--- config.mk ---
export PLATFORM = sky130hd
export DESIGN_NAME = calc_host_master
export DESIGN_NICKNAME = d
export VERILOG_FILES = /design/src/rtl/calc_host_master.sv
export SDC_FILE = /design/constraint.sdc
export NUM_CORES = 1
export LEC_CHECK = 0
export ABC_AREA = 0
export ABC_CLOCK_PERIOD_IN_PS = 1600
export CELL_PAD_IN_SITES_DETAIL_PLACEMENT = 2
export CELL_PAD_IN_SITES_GLOBAL_PLACEMENT = 2
export CORE_MARGIN = 1
export CORE_UTILIZATION = 29
export CTS_CLUSTER_DIAMETER = 50
export DETAILED_ROUTE_END_ITERATION = 8
export HOLD_SLACK_MARGIN = 0.12
export PLACE_DENSITY_LB_ADDON = 0.3
export REMOVE_ABC_BUFFERS = 1
export SYNTH_ARGS = -nofsm -noshare
export SYNTH_HDL_FRONTEND = slang
export SYNTH_SLANG_ARGS = --single-unit
--- constraint.sdc ---
create_clock -name clk -period 1.6 [get_ports clk]
set_input_delay 0.24 -clock clk [delete_from_list [all_inputs] [get_ports clk]]
set_output_delay 0.24 -clock clk [all_outputs]
set_load 0.05 [all_outputs]
--- src/rtl/calc_host_master.sv ---
// Command initiator for the dev_fsm calculator: serialises a latched request onto cs/din,
// then waits for drdy (with timeout) and hands the result back over a valid/ready channel.
module calc_host_master #(
    parameter int unsigned DW      = 8,
    parameter int unsigned TIMEOUT = 255,
    parameter int unsigned TW      = 8
) (
    input  logic          clk,
    input  logic          rst,

    input  logic          req_valid,
    output logic          req_ready,
    input  logic [DW-1:0] req_cmd,
    input  logic [DW-1:0] req_op1,
    input  logic [DW-1:0] req_op2,

    output logic          rsp_valid,
    input  logic          rsp_ready,
    output logic [DW-1:0] rsp_data,
    output logic          rsp_err,

    output logic          cs,
    output logic [DW-1:0] din,
    input  logic          busy,
    input  logic [DW-1:0] dout,
    input  logic          drdy
);

    // Command bit positions shared with dev_fsm (cmd_bits).
    localparam int unsigned b_subres = 0;
    localparam int unsigned b_addres = 1;
    localparam int unsigned b_subop  = 2;
    localparam int unsigned b_addop  = 3;
    localparam int unsigned b_op_2   = 4;
    localparam int unsigned b_tx     = 5;

    typedef enum logic [2:0] {
        StIdle,
        StWaitBusy,
        StCmd,
        StOp1,
        StOp2,
        StWaitRdy,
        StResp
    } state_e;

    state_e        state_q, state_d;
    logic [DW-1:0] cmd_q, op1_q, op2_q;
    logic [TW-1:0] cnt_q;
    logic          need_op1, need_op2, need_rx;
    logic          rdy_timeout;

    assign need_op1 = cmd_q[b_subres] | cmd_q[b_addres] | cmd_q[b_subop] | cmd_q[b_addop];
    assign need_op2 = cmd_q[b_op_2];
    assign need_rx  = cmd_q[b_tx];

    assign rdy_timeout = (cnt_q == TW'(TIMEOUT - 1));

    // Held low throughout reset even though the state register already reads idle.
    assign req_ready = (state_q == StIdle) && !rst;

    always_comb begin
        state_d = state_q;
        unique case (state_q)
            StIdle: begin
                if (req_valid) state_d = StWaitBusy;
            end
            StWaitBusy: begin
                if (!busy) state_d = StCmd;
            end
            StCmd: begin
                if (need_op1)      state_d = StOp1;
                else if (need_op2) state_d = StOp2;
                else if (need_rx)  state_d = StWaitRdy;
                else               state_d = StIdle;
            end
            StOp1: begin
                if (need_op2)     state_d = StOp2;
                else if (need_rx) state_d = StWaitRdy;
                else              state_d = StIdle;
            end
            StOp2: begin
                state_d = need_rx ? StWaitRdy : StIdle;
            end
            StWaitRdy: begin
                if (drdy || rdy_timeout) state_d = StResp;
            end
            StResp: begin
                if (rsp_ready) state_d = StIdle;
            end
            default: state_d = StIdle;
        endcase
    end

    // Outputs are decoded from the next state so they line up with the state they belong to.
    always_ff @(posedge clk or posedge rst) begin
        if (rst) begin
            state_q   <= StIdle;
            cmd_q     <= '0;
            op1_q     <= '0;
            op2_q     <= '0;
            cnt_q     <= '0;
            cs        <= 1'b0;
            din       <= '0;
            rsp_valid <= 1'b0;
            rsp_data  <= '0;
            rsp_err   <= 1'b0;
        end else begin
            state_q <= state_d;

            if (state_q == StIdle && req_valid) begin
                cmd_q <= req_cmd;
                op1_q <= req_op1;
                op2_q <= req_op2;
            end

            cs <= (state_d == StCmd);
            unique case (state_d)
                StCmd:   din <= cmd_q;
                StOp1:   din <= op1_q;
                StOp2:   din <= op2_q;
                default: din <= '0;
            endcase

            if (state_q != StWaitRdy) begin
                cnt_q <= '0;
            end else if (!drdy) begin
                cnt_q <= cnt_q + TW'(1);
            end

            if (state_q == StWaitRdy && state_d == StResp) begin
                rsp_data <= drdy ? dout : '0;
                rsp_err  <= !drdy;
            end

            rsp_valid <= (state_d == StResp);
        end
    end

endmodule
# Word level (Yosys, flattened, before mapping)
# Index checks and enable logic that the tools add are counted.
[classes]
add_sub_neg = 1
eq_ne = 13
reduce_logical = 7
n_bitwise = 3
mux = 12
[ops]
columns = ["op", "n"]
rows = [
  ["$mux 8", 3],
  ["$pmux 8 s3", 1],
  ["$mux 3", 7],
  ["$pmux 3 s7", 1],
  ["$eq 3x3->1 const B", 5],
  ["$eq 3x2->1 const B", 4],
  ["$add 8x1->8 const B", 1],
  ["$eq 8x8->1 const B", 1],
  ["$eq 3x1->1 const B", 1],
  ["$logic_and 1x1->1", 3],
  ["$logic_not 3->1", 1],
  ["$ne 3x3->1 const B", 1],
  ["$or 1x1->1", 3],
  ["$logic_not 1->1", 2],
  ["$ne 2x1->1 const B", 1],
  ["$logic_or 1x1->1", 1],
]
[totals]
word_cells = 46
regBits = 54
inputBits = 38

# Logic depth before layout (Yosys ltp)
# Gate-level depths: netlist of the first run.
[logic_depth]
ltp_word = 7
ltp_mapped = 7

# Worst setup path after synthesis of the first run
# OpenSTA, ideal clock, no wires.
[synth_timing]
path_type = "flip-flop to output port"
startpoint = "register state_q[0]"
endpoint = "output req_ready"
path_slack_ns = -0.696
arrival_time_ns = 2.056
path_stages_with_launch = 3
required_ns = 1.360
cell_sequence = "dfrtp_1 buf_6 nor4_1"
[synth_between]
elab_chain_len = 2
[synth_lines]
columns = ["item", "line", "rtl"]
rows = [
  ["start, declared", "47", "state_e state_q, state_d;"],
  ["start signal, assigned", "98", "state_q <= StIdle;"],
  ["start signal, assigned", "109", "state_q <= state_d;"],
  ["$logic_not 3->1", "60", "assign req_ready = (state_q == StIdle) && !rst;"],
  ["$logic_and 1x1->1", "60", ""],
  ["end, declared", "12", "output logic req_ready,"],
]
# No other way between the ends.

# Worst setup path in the final report of the first run
# Same ends and word-level chain as after synthesis.

==> reports/qor.yml, run 1 <==
min_path:
  hold_path_class: "input pin to asynchronous set/reset pin"
critical_path:
  required_ps: 1360
  cp_num_buf_inv: 3
  cp.depth: 4
  crit_arrival_ps: 1410
  cp-start-kind: "flip-flop"
  rr_endpoint: "op1_q[5]"
  startpoint: "state_q[0]"
  ff2ff_path_depth: 5
  worstPathMaxFanout: 4
  slowest_stage: "dfrtp_2"
  slowest_delay_ps: 430
  worst_path_dominant_cell_family: "buffers and inverters"
  r2r_slack_ps: -20
  cp-end-kind: "output pin"
  reg2reg_from: "state_q[2]"
  crit_chain: "buf_6 -> nor4_4 -> buf_4 -> buf_12"
  crit_type: "flip-flop to output pin"
global_route:
  grt_pass1_wl_um: 10200
  grt-ovfl-total: 0
  grt_pass1_vias: 1930
  antenna_found_initial: 0
  grt_max_degree: 27
  grt.total_usage_pct: 15.49
final_layout:
  nets: 323
  drive_gt1_share_pct: 38.73
  final_util_pct: 44.66
  multiInputGateArea_um2: 1089
  diodes: 0
  stdcell_count: 389
  seq_area_um2: 1354
  fillCellCount: 852
  area_delta_synth_final_pct: 49.95
route:
  drt-total-wl_um: 6800
  drtIter0Drc: 38
  first_pass_iters: 4
  drc: 0
  vias: 1848
  antenna_left: 0
  wl_per_cell_um: 17.48
  via_per_inst: 4.751
cts:
  numCtsBuffers: 5
  cts_tree: "built"
  clock-sinks: 54
  clkTransAtPathRegs_ps: 100
  clockBufferDepth: 2
  h-tree-depth: 2
  cts_root_buf: "clkbuf_8"
  clock_latency_ps: 320
timing:
  maxSlewHeadroom_pct: 58.84
  period_needed_ps: 1653
  min_period_over_period_pct: 103.3
  finClkSkew_ps: 7.341
  finalSetupTns_ps: -256.9
  setup_viol: 19
  rsz0062_at_grt: "true"
  hold_viol_final: 0
  fmax_mhz: 605.1
  layout_setup_ws_ps: -52.66
  tightest_slew_ps: 607.8
  final-max-slew-violation-count: 0
power_and_ir_drop:
  p_seq_share_pct: 33.5
  combPwrFrac_pct: 53.1
  p_leak_nw: 1.718
  power.clock.fraction_pct: 13.4
  p_switching_mw: 2.753
  swShare_pct: 39.50
  cellPowerDensity_nw_per_um2: 1909
  ir_drop_v: 0.0007296
  p_int_mw: 4.217
yosys:
  yosys_most_used_dff: "dfrtp_1"
  yosysWarningCount: 0
  ys_seq_elements: 54
  ys_seq_area_share_pct: 55.50
  synth-edff-count: 0
  avgSynthCellArea_um2: 13.02
  ys_async_sr_fraction_pct: 100.0
  ys_types: 38
  synthesis.area_um2: 2435
  synth_cells: 187
die:
  initial_core_util_pct: 29.78
  core_area_um2: 8175
  row_count: 33
  chipWidth_um: 93.63
  ios: 58
  dieArea_um2: 8767
  die_h_um: 93.63
run_status:
  status: "finished with violations"
  violations: "negative setup slack"
placed_design:
  place_inst: 362
  portBuffers: 57
  globalplace.congestion: 0.6978
  dp_hpwl_um: 4354
flow_run:
  maxCapViolCount: 0
-- worst reg2reg max path: stages (launching register included) --
cell and delay [ps]:
dfrtp_1 430, buf_12 150, nor4b_4 270, buf_6 180, clkbuf_16 170, mux2_4 300
-- how the worst max path moves through the flow --
stage                      endpoint  slack, ps
after global placement       din[5]       -120
after global routing      req_ready       -100
after CTS                  cmd_q[0]        -80
final                     req_ready        -50
after floorplan            cmd_q[0]       -770
after detailed placement   cmd_q[0]       -150
-- layout by cell type, fill, tap and decap left out, drive strengths merged, types with 2 or more instances in the layout --
| cell | instances |
|---|---|
| inv | 4 |
| a22o | 8 |
| o21ai | 11 |
| nand2 | 11 |
| nor3 | 3 |
| ha | 2 |
| nor2 | 14 |
| xor2 | 6 |
| dfrtp | 54 |
| a21o | 8 |
| buf | 58 |
| nor4 | 2 |
| mux2 | 25 |
| clkbuf | 9 |
| nand2b | 3 |
| clkdlybuf4s50 | 37 |
| o31ai | 2 |
| nand3 | 11 |
-- per-stage QoR --
step | setup slack, ps | total power, mW | instance area [µm²] | hold WS (ps)
2_1_floorplan | -772.6 | 4.328 | 2365 | 341.7
3_3_place_gp | -117.3 | 5.322 | 3237 | 466.1
3_5_place_dp | -146.6 | 5.418 | 3237 | 471.6
4_1_cts | -75.70 | 6.523 | 3402 | 283.1
5_1_grt | -98.87 | 7.331 | 3651 | 277.1
6_report | -52.66 | 6.971 | 3651 | 263.7
-- power by group through the flow --
stage / sequential (mW) / clock (mW) / combinational, mW
2_1_floorplan: 3.10 / 0 / 1.23
3_3_place_gp: 2.37 / 0 / 2.95
3_5_place_dp: 2.39 / 0 / 3.02
4_1_cts: 2.34 / 0.950 / 3.23
5_1_grt: 2.41 / 1.01 / 3.91
6_report: 2.33 / 0.936 / 3.70
-- what timing repair did --
item / 4_1_cts / 5_1_grt
buffers inserted: 4 / 12
hold buffers: 0 / 0
endpoints found under the setup margin: 16 / 44
cloned: 0 / 3
gates resized for setup: 8 / 19
pin swaps: 0 / 5
endpoints found under the hold margin: 0 / 0
-- routing by layer --
layer,vias up,wire (µm),global-route usage [%]
li1,853,-,-
met1,946,2945,19.91
met2,42,3574,26.29
met3,7,217,3.089
met4,0,62,4.487
met5,-,0,0
-- final cells by class --
class                   instances  area share [%]
flip-flops and latches         54           37.08
inverters                       4          0.4798
clock inverters                 1          0.8225
well taps                     105           3.598
repair buffers                 97           26.11
clock buffers                   7           2.090
multi-input cells             121           29.81
-- cell usage after synthesis, types with 2 or more instances --
cell / number / area [µm²]
buf_2: 2 / 10.01
inv_2: 2 / 7.510
xor2_1: 6 / 52.55
o21ai_0: 11 / 55.05
nand2_1: 11 / 41.29
inv_1: 2 / 7.510
buf_6: 5 / 56.30
mux2_4: 20 / 300.3
a22o_1: 8 / 70.07
nor2_1: 14 / 52.55
nand3_1: 11 / 55.05
nand2b_1: 2 / 12.51
dfrtp_1: 54 / 1351
a21o_1: 8 / 60.06
o31ai_1: 2 / 15.01
nor3_1: 2 / 10.01
mux2_2: 5 / 56.30
ha_1: 2 / 25.02
-- registers in the layout, indices dropped and copies added (netlist names) --
register,count
cmd_q,8
cnt_q,8
cs,1
din,8
op1_q,8
op2_q,8
rsp_data,8
rsp_err,1
rsp_valid,1
state_q,3
-- logic make-up (layout without fill, tap and decap cells) --
group / count (synthesis) / in the layout / synth area share [%]
AOI/OAI and AO/OA: 33 / 33 / 9.763
and+or+nand+nor: 53 / 53 / 12.64
xor gates and xnor gates: 7 / 7 / 2.518
buffers and inverters: 12 / 109 / 3.494
adders and majority gates: 2 / 2 / 1.028
muxes: 26 / 26 / 15.06
DFF: 54 / 54 / 55.50
Note: power is estimated with default switching activity, not from simulation.
==> run 2: changes to the inputs <==
PLACE_DENSITY = 0.77   (was default)
PLACE_DENSITY_LB_ADDON = default   (was 0.3)
==> reports/qor.yml, run 2 (same netlist as run 1, synthesis figures left out) <==
die:
  row_count: 33  # unchanged
  dieArea_um2: 8767  # unchanged
  initial_core_util_pct: 29.78  # unchanged
  die_h_um: 93.63  # unchanged
  ios: 58  # unchanged
  core_area_um2: 8175  # unchanged
  chipWidth_um: 93.63  # unchanged
global_route:
  antenna_found_initial: 0  # unchanged
  grt.total_usage_pct: 16.10  # was 15.49%
  grt_max_degree: 55  # was 27
  grt_pass1_wl_um: 10650  # was 10200 µm
  grt_pass1_vias: 2052  # was 1930
  grt-ovfl-total: 0  # unchanged
route:
  via_per_inst: 4.691  # was 4.751
  drc: 0  # unchanged
  first_pass_iters: 3  # was 4
  vias: 1764  # was 1848
  drtIter0Drc: 27  # was 38
  drt-total-wl_um: 6684  # was 6800 µm
  antenna_left: 0  # unchanged
  wl_per_cell_um: 17.78  # was 17.48 µm
final_layout:
  final_util_pct: 41.74  # was 44.66%
  drive_gt1_share_pct: 35.06  # was 38.73%
  area_delta_synth_final_pct: 40.13  # was 49.95%
  diodes: 0  # unchanged
  nets: 310  # was 323
  final_cell_area_um2: 3412  # was 3651 µm²
  final_cell_mix: "51 x dfrtp_1, 41 x buf_4, 37 x clkdlybuf4s50_1, 20 x mux2_4, 14 x nor2_1"  # was 52 x dfrtp_1, 47 x buf_4, 37 x clkdlybuf4s50_1, 25 x mux2_4, 13 x nor2_1
  stdcell_count: 376  # was 389
  final_common_cell: "dfrtp_1"  # unchanged
  fillCellCount: 846  # was 852
cts:
  clockBufferDepth: 2  # unchanged
  cts_tree: "built"  # unchanged
  clock-sinks: 54  # unchanged
  clock_latency_ps: 310  # was 320 ps
  cts_root_buf: "clkbuf_8"  # unchanged
  clkTransAtPathRegs_ps: 100  # about the same
  h-tree-depth: 2  # unchanged
  numCtsBuffers: 5  # unchanged
critical_path:
  crit_arrival_ps: 1790  # was 1410 ps
  rr_endpoint: "cmd_q[5]"  # was op1_q[5]
  worst_path_dominant_cell_family: "buffers and inverters"  # unchanged
  cp_num_buf_inv: 3  # unchanged
  worstPathMaxFanout: 12  # was 4
  ff2ff_path_depth: 5  # unchanged
  slowest_stage: "dfrtp_2"  # unchanged
  r2r_slack_ps: 10  # was -20 ps
  reg2reg_from: "state_q[0]"  # was state_q[2]
  crit_type: "flip-flop to flip-flop"  # was flip-flop to output pin
  cp-start-kind: "flip-flop"  # unchanged
  cp-end-kind: "flip-flop"  # was output pin
  required_ps: 1800  # was 1360 ps
  crit_chain: "buf_4 -> nor4b_4 -> buf_6 -> clkbuf_16 -> mux2_4"  # was buf_6 -> nor4_4 -> buf_4 -> buf_12
  slowest_delay_ps: 440  # was 430 ps
timing:
  period_needed_ps: 1589  # was 1653 ps
  min_period_over_period_pct: 99.34  # was 103.3%
  setup_viol: 0  # was 19
  hold_ws_ps: 355.0  # was 263.7 ps
  tightest_slew_ps: 437.8  # was 607.8 ps
  final-max-slew-violation-count: 0  # unchanged
  rsz0062_at_grt: "true"  # unchanged
  finClkSkew_ps: 5.564  # was 7.341 ps
  hold_viol_final: 0  # unchanged
  maxSlewHeadroom_pct: 70.72  # was 58.84%
  fmax_mhz: 629.2  # was 605.1 MHz
power_and_ir_drop:
  p_leak_nw: 1.601  # was 1.718 nW
  p_total_mw: 6.425  # was 6.971 mW
  cellPowerDensity_nw_per_um2: 1883  # was 1909 nW/µm²
  ir_drop_v: 0.0007259  # was 0.0007296 V
placed_design:
  place_inst: 360  # was 362
  dp_hpwl_um: 4594  # was 4354 µm
  globalplace.congestion: 0.7830  # was 0.6978
  post_dp_cell_area_um2: 3197  # was 3237 µm²
  portBuffers: 57  # unchanged
min_path:
  hold_path_class: "input pin to asynchronous set/reset pin"  # unchanged
flow_run:
  maxCapViolCount: 0  # unchanged
run_status:
  status: "completed"  # was finished with violations
-- run 2: metrics by stage --
step / setup slack, ps / setup TNS, ps
finish: 10.56 / 0
global placement: -104.0 / -2289
global route: -42.86 / -411.9
CTS: 3.809 / 0
floorplan: -772.6 / -17740
detailed placement: -127.9 / -2938
-- run 2: timing repair --
item                                    in CTS  in global routing
hold buffers                                 0                  0
endpoints found under the setup margin      11                  7
cloned                                       0                  2
gates resized for setup                      7                  2
buffers inserted                             4                  2
pin swaps                                    3                  1
-- run 2: area by class of cell --
type | count | area (µm²) | share of cell area [%]
flip-flops and latches | 54 | 1355 | 39.71
multi-input cells | 121 | 1020 | 29.89
repair buffers | 84 | 799.5 | 23.43
well taps | 105 | 131.4 | 3.850
clock buffers | 7 | 86.33 | 2.530
inverters | 4 | 15.01 | 0.4400
clock inverters | 1 | 5.005 | 0.1467
-- run 2: power breakdown --
part / switching, mW / internal [mW]
clock network: 0.446 / 0.351
logic: 1.72 / 1.52
registers: 0.443 / 1.95
-- run 2: worst max path at each step --
| stage | from | slack (ps) | cells past startpoint | to |
|---|---|---|---|---|
| finish | state_q[0] | 10 | 5 | cmd_q[5] |
| global route | state_q[1] | -40 | 3 | req_ready |
| CTS | state_q[1] | 4 | 3 | req_ready |
| detailed placement | req_valid | -130 | 4 | cmd_q[0] |
| global placement | req_valid | -100 | 4 | op2_q[7] |
| floorplan | state_q[0] | -770 | 2 | cmd_q[0] |
-- run 2: routing by layer --
layer	routed length, µm	vias up	share of wire (%)	global-route usage (%)
met1	2881	889	43	19.12
met2	3535	46	53	30.02
met4	23	0	0.34	2.692
li1	-	827	-	-
met5	0	-	0	0
met3	243	2	3.6	3.415
-- run 2: worst reg2reg max path, stage by stage (launching register included) --
cell and delay [ps]:
dfrtp_2 440, buf_4 150, nor4b_4 220, buf_6 170, clkbuf_16 190, mux2_4 310
==> run 3: changes to the inputs <==
ABC_CLOCK_PERIOD_IN_PS = default   (was 1600)
==> results of run 3 <==
Final layout, timing and power as in run 2 (identical DEF).
